## config.mk

```make
export PLATFORM = sky130hd
export DESIGN_NAME = truth_table_scanner_flat
export DESIGN_NICKNAME = d
export VERILOG_FILES = /design/src/rtl/truth_table_scanner_pkg.sv /design/src/rtl/truth_table_scanner_if.sv /design/src/rtl/settle_timer.sv /design/src/rtl/truth_table_scanner.sv /design/src/flat_wrapper.sv
export SDC_FILE = /design/constraint.sdc
export NUM_CORES = 1
export LEC_CHECK = 0
export ABC_AREA = 0
export CAP_MARGIN = 30
export CORE_MARGIN = 1
export CORE_UTILIZATION = 49
export CTS_BUF_LIST = sky130_fd_sc_hd__clkbuf_8
export CTS_CLUSTER_DIAMETER = 30
export DETAILED_ROUTE_END_ITERATION = 8
export GPL_TIMING_DRIVEN = 0
export PLACE_DENSITY = 0.78
export SLEW_MARGIN = 20
export SYNTH_ARGS = -nofsm -noshare
export SYNTH_HDL_FRONTEND = slang
export SYNTH_HIERARCHICAL = 1
export SYNTH_SLANG_ARGS = --single-unit
```

## constraint.sdc

```tcl
create_clock -name clk -period 2.2 [get_ports clk]
set_input_delay 0.44 -clock clk [delete_from_list [all_inputs] [get_ports clk]]
set_output_delay 0.44 -clock clk [all_outputs]
set_load 0.02 [all_outputs]
```

## src/rtl/truth_table_scanner_pkg.sv

```systemverilog
// truth_table_scanner_pkg: shared FSM encodings, default golden table and counter width
package truth_table_scanner_pkg;
  typedef enum logic [1:0] {IDLE = 2'd0, RUN = 2'd1, DONE = 2'd2} state_t;
  localparam logic [15:0] F_GOLDEN = 16'h212F;
  localparam int SETTLE_W = 4;
endpackage

```

## src/rtl/truth_table_scanner_if.sv

```systemverilog
// truth_table_scanner_if: control/result bundle between a scan requester and the scanner
interface truth_table_scanner_if #(parameter int N_IN = 4);
  logic start;
  logic f_s;
  logic [N_IN-1:0] vec;
  logic busy;
  logic done;
  logic [2**N_IN-1:0] tbl;
  logic [N_IN:0] err_count;
  logic pass;
  modport master (output start, f_s, input vec, busy, done, tbl, err_count, pass);
  modport slave (input start, f_s, output vec, busy, done, tbl, err_count, pass);
endinterface

```

## src/rtl/settle_timer.sv

```systemverilog
// settle_timer: per-vector hold counter; tc flags that the vector has been held SETTLE extra cycles
module settle_timer
  import truth_table_scanner_pkg::*;
#(
  parameter int SETTLE = 0
) (
  input  logic clk,
  input  logic rst_n,
  input  logic load,
  input  logic en,
  output logic tc
);
  logic [SETTLE_W-1:0] cnt;
  assign tc = cnt == SETTLE_W'(SETTLE);
  always_ff @(posedge clk or negedge rst_n) begin
    if (!rst_n) cnt <= '0;
    else if (load) cnt <= '0;
    else if (en && !tc) cnt <= cnt + 1'b1;
  end
endmodule

```

## src/rtl/truth_table_scanner.sv

```systemverilog
// truth_table_scanner: drives every input vector of f, captures its truth table and checks it against EXPECTED
// SCAN_STOP_ON_ERR_EN: when defined, the first mismatch ends the scan with vec left at the failing index
module truth_table_scanner
  import truth_table_scanner_pkg::*;
#(
  parameter int N_IN = 4,
  parameter int SETTLE = 0,
  parameter logic [2**N_IN-1:0] EXPECTED = F_GOLDEN
) (
  input logic clk,
  input logic rst_n,
  truth_table_scanner_if.slave io
);
  localparam int T = 2**N_IN;
  state_t state;
  logic tc, last, mis, stop;
  logic [N_IN:0] err_n;
  assign last = io.vec == N_IN'(T - 1);
  assign mis = io.f_s != EXPECTED[io.vec];
  assign err_n = io.err_count == (N_IN+1)'(T) ? io.err_count : io.err_count + (N_IN+1)'(mis);
`ifdef SCAN_STOP_ON_ERR_EN
  assign stop = last | mis;
`else
  assign stop = last;
`endif
  settle_timer #(.SETTLE(SETTLE)) u_timer (
    .clk  (clk),
    .rst_n(rst_n),
    .load ((state == IDLE && io.start) || (state == RUN && tc)),
    .en   (state == RUN),
    .tc   (tc)
  );
  always_ff @(posedge clk or negedge rst_n) begin
    if (!rst_n) begin
      state <= IDLE;
      io.vec <= '0;
      io.busy <= 1'b0;
      io.done <= 1'b0;
      io.tbl <= '0;
      io.err_count <= '0;
      io.pass <= 1'b0;
    end else begin
      case (state)
        IDLE: if (io.start) begin
          state <= RUN;
          io.vec <= '0;
          io.tbl <= '0;
          io.err_count <= '0;
          io.pass <= 1'b0;
          io.busy <= 1'b1;
        end
        RUN: if (tc) begin
          io.tbl[io.vec] <= io.f_s;
          io.err_count <= err_n;
          if (stop) begin
            state <= DONE;
            io.busy <= 1'b0;
            io.done <= 1'b1;
            io.pass <= err_n == '0;
          end else io.vec <= io.vec + 1'b1;
        end
        DONE: begin
          io.done <= 1'b0;
          state <= IDLE;
        end
        default: state <= IDLE;
      endcase
    end
  end
endmodule

```

## src/flat_wrapper.sv

```systemverilog
// flat-port wrapper written by rule: the top's interface ports become plain ports
module truth_table_scanner_flat import truth_table_scanner_pkg::*;
#(
  parameter int N_IN = 4,
  parameter int SETTLE = 0,
  parameter logic [2**N_IN-1:0] EXPECTED = F_GOLDEN
)
  (clk, rst_n, io_start, io_f_s, io_vec, io_busy, io_done, io_tbl, io_err_count, io_pass);
  truth_table_scanner_if #(.N_IN(N_IN)) io_i ();
  input logic clk;
  input logic rst_n;
  input wire logic [$bits(io_i.start)-1:0] io_start;
  input wire logic [$bits(io_i.f_s)-1:0] io_f_s;
  output wire logic [$bits(io_i.vec)-1:0] io_vec;
  output wire logic [$bits(io_i.busy)-1:0] io_busy;
  output wire logic [$bits(io_i.done)-1:0] io_done;
  output wire logic [$bits(io_i.tbl)-1:0] io_tbl;
  output wire logic [$bits(io_i.err_count)-1:0] io_err_count;
  output wire logic [$bits(io_i.pass)-1:0] io_pass;
  assign io_i.start = io_start;
  assign io_i.f_s = io_f_s;
  assign io_vec = io_i.vec;
  assign io_busy = io_i.busy;
  assign io_done = io_i.done;
  assign io_tbl = io_i.tbl;
  assign io_err_count = io_i.err_count;
  assign io_pass = io_i.pass;
  truth_table_scanner #(.N_IN(N_IN), .SETTLE(SETTLE), .EXPECTED(EXPECTED)) u_core (.clk(clk), .rst_n(rst_n), .io(io_i));
endmodule
```

==> results of run 1 <==
-- cell usage in the layout, fill, tap and decap left out, types with 2 or more instances in the layout --
cell type	Yosys	final
dfrtp_1	34	31
clkdlybuf4s50_1	0	30
o21ai_0	25	23
o21ai_1	13	15
a21oi_1	17	15
nor2_1	10	10
nand2_1	9	9
inv_1	9	8
buf_4	0	8
clkbuf_8	0	6
nand3_1	5	5
a31oi_1	5	5
buf_2	4	4
nand4_1	4	4
nor2b_1	4	4
nand2b_1	4	4
ha_1	8	4
xor2_1	3	3
a22o_1	3	3
nor3b_1	4	3
ha_4	0	3
dfrtp_2	0	3
nor3b_4	0	2
a21oi_2	0	2
inv_4	0	2
mux2i_1	2	2
buf_6	2	2
clkbuf_1	2	2
or2_2	2	2
o2bb2ai_1	2	2
-- worst max-delay path, cell delays in order, from the launching register on --
cell and delay, ns:
dfrtp_2 0.43, buf_4 0.15, ha_4 0.15, inv_1 0.06, a21oi_2 0.05, xor2_1 0.15
ha_2 0.20, ha_4 0.19, or3_4 0.39, a21oi_2 0.14, o21ai_1 0.07, o2bb2ai_1 0.13
-- where the power goes --
| group | total [uW] | switching [uW] | internal (uW) |
|---|---|---|---|
| sequential | 1030 | 203 | 829 |
| clock | 472 | 225 | 248 |
| combinational | 1950 | 1040 | 916 |
| total | 3460 | 1470 | 1990 |
-- stage by stage --
stage	cell area, um^2	utilization (%)	worst slack, ns	hold WS, ns	instances
floorplan	1870	-	0.00304	0.144	191
global placement	2230	64.9	-0.131	0.462	268
detailed placement	2250	65.4	-0.133	0.262	269
CTS	2410	69.9	0.00215	0.482	283
global route	2430	70.7	-0.0937	0.477	285
finish	2430	70.7	0.0146	0.478	285
-- flip-flops by register name, indices dropped and copies added, names as in the netlist --
| signal | flops |
|---|---|
| u_core/state | 2 |
| u_core/io.busy | 1 |
| u_core/io.err_count | 5 |
| u_core/io.tbl | 16 |
| u_core/u_timer/cnt | 4 |
| u_core/io.vec | 4 |
| u_core/io.done | 1 |
| u_core/io.pass | 1 |
-- cell families after synthesis --
| family | count (synthesis) |
|---|---|
| AO/OA/AOI/OAI | 68 |
| XOR/XNOR | 3 |
| adder cells (fa/ha/maj) | 8 |
| buffers and inverters | 18 |
| flip-flops | 34 |
| multiplexers | 4 |
| AND/OR/NAND/NOR | 56 |
-- worst max-delay path by stage --
stage | from | end | slack, ns
finish | u_core/io.vec[0]$_DFFE_PN0P_ | u_core/io.pass$_DFFE_PN0P_ | 0.01
global route | u_core/io.vec[0]$_DFFE_PN0P_ | u_core/io.pass$_DFFE_PN0P_ | -0.09
CTS | u_core/io.vec[0]$_DFFE_PN0P_ | u_core/io.pass$_DFFE_PN0P_ | 0.002
detailed placement | u_core/io.vec[0]$_DFFE_PN0P_ | u_core/io.pass$_DFFE_PN0P_ | -0.13
global placement | io_f_s | u_core/io.pass$_DFFE_PN0P_ | -0.13
floorplan | u_core/io.vec[0]$_DFFE_PN0P_ | u_core/io.pass$_DFFE_PN0P_ | 0.003
-- layer usage --
layer / vias up / global-route usage, %
met4: 0 / 11.0
li1: 779 / -
met2: 57 / 37.0
met3: 9 / 6.39
met5: - / 0
met1: 750 / 31.5
-- synthesized netlist by cell type, types with 2 or more instances --
cell type	number
mux2i_1	2
ha_1	8
a31oi_1	5
nand2b_1	4
nand4_1	4
o21ai_1	13
dfrtp_1	34
o21ai_0	25
inv_1	9
xor2_1	3
or2_2	2
buf_6	2
a22o_1	3
nor2_1	10
nor3b_1	4
o2bb2ai_1	2
nor2b_1	4
nand2_1	9
or3_1	2
buf_2	4
nand3_1	5
clkbuf_1	2
a21oi_1	17
-- final cells by class --
cell class	count	area share, %
Timing Repair Buffer	41	16.2
Clock buffer	6	3.39
Sequential cell	34	35.1
Clock inverter	2	0.360
Inverter	10	1.95
Tap cell	46	2.37
Multi-Input combinational cell	139	38.7
Buffer	7	1.85
-- timing repair --
| item | 4_1_cts | 5_1_grt |
|---|---|---|
| pin swaps | 4 | 1 |
| gates cloned | 0 | 0 |
| buffers inserted | 6 | 2 |
| hold buffers | 1 | 0 |
| setup endpoints to repair | 1 | 24 |
| hold endpoints to repair | 3 | 0 |
| resized for setup | 4 | 3 |
==> results.cfg, run 1 <==
[yosys]
netlist_instances = 191
synth_top_area_share_pct = 46.9
synth_top_family_by_area = compound AO/OA/AOI/OAI gates
synthTopCellsByArea = dfrtp_1 47%, o21ai_0 6.9%, ha_1 5.5%
ys_seq_elements = 34
postSynthAreaPerCell_um2 = 9.51
yosys.area_share.simple_pct = 17.6
synth_mux_area_share_pct = 2.55
yosysWarnings = 6
synth_compound_area_share_pct = 20.9
synth_nets = 203
synth_enable_flop_cells = 0
synth_seq_area_share_pct = 46.9
synthFlopType = dfrtp_1
yosysTopAreaCell = dfrtp_1
synthXorXnorAreaFrac_pct = 1.45
synth_adder_area_share_pct = 5.51
async_flop_share_pct = 100
synth_cell_type_count = 41
syn_area_um2 = 1820

[global_route]
grtUsageTotal_pct = 24.1
antenna_found_initial = 0
grt_pass1_vias = 1533
grt_pass1_wl_mm = 7.25
grt-ovfl-total = 0
grt_max_degree = 32

[min_path]
worstHoldPathType = in2async

[worst_setup_path]
path_class = reg2reg
required_ns = 2.42
crit_path_end_kind = flop
worst_r2r_endpoint = u_core/io.pass$_DFFE_PN0P_
critPathArrivalTime_ns = 2.40
crit_path_start_kind = flop
worstRegToRegCells = 11
crit_fanout = 7
r2r_slack_ns = 0.01
r2r_start = u_core/io.vec[0]$_DFFE_PN0P_

[detailed_routing]
wl_met3_um = 231
antenna_left = 0
vias_per_cell = 5.60
drt_iter0_drc = 125
via_count = 1595
drc_errors = 0
wl_per_cell_um = 14.8
drtPass1Iterations = 4
routed_wl_mm = 4.22
wl_met1_mm = 1.91
route.top_layer_used = met4
wl_met2_mm = 2.01

[status]
outcome = finished, final reports clean

[sta]
post-route-period-util_pct = 99.3
finalMaxSlewViolations = 0
tightest_slew_ns = 0.764
timing.final.crit_period_ns = 2.19
slew_headroom_pct = 48.9
max_freq_mhz = 458
skew_ns = 0.00535
finalHoldViolations = 0
setup_viol = 0
rsz0062_at_grt = yes
setup_tns_ns = 0

[finish]
final_nets = 250
multi_input_area_um2 = 942
fillers = 266
syn_to_final_growth_pct = 34.0
diodes = 0
seq_area_um2 = 855
drive_above_1_share_pct = 18.4

[place]
gp_congestion = 0.869
io_buffers = 31
dp_hpwl_mm = 3.02

[power_and_ir_drop]
ir_drop_mv = 0.649
p_per_area_nw_per_um2 = 1420
p_total_uw = 3460
leakagePower_uw = 0.00103

[run]
max_cap_violations = 0

[cts]
clock_path_buffers = 2
cts.clk_slew.worst_paths_ns = 0.07
htreeDepth = 2
clk_latency_ns = 0.29
clkSinkCount = 34
cts_buffers = 5
cts-root-buf = clkbuf_8
cts_tree = yes

[floorplan]
die_h_um = 62.9
dieWidth_um = 62.9
core-area_um2 = 3440
rows = 21
initial_core_util_pct = 52.7
io_pins = 32
dieArea_um2 = 3950
Note: power is estimated with default switching activity, not from simulation.
==> run 2, diff against run 1 <==
- CAP_MARGIN: 30 -> 10
==> results of run 2 <==
Same layout as run 1: the final DEF is identical, and so are final timing and power.
==> run 3, diff against run 2 <==
- CORE_MARGIN: 1 -> not set
==> results of run 3 <==
Same layout as run 1: the final DEF is identical, and so are final timing and power.
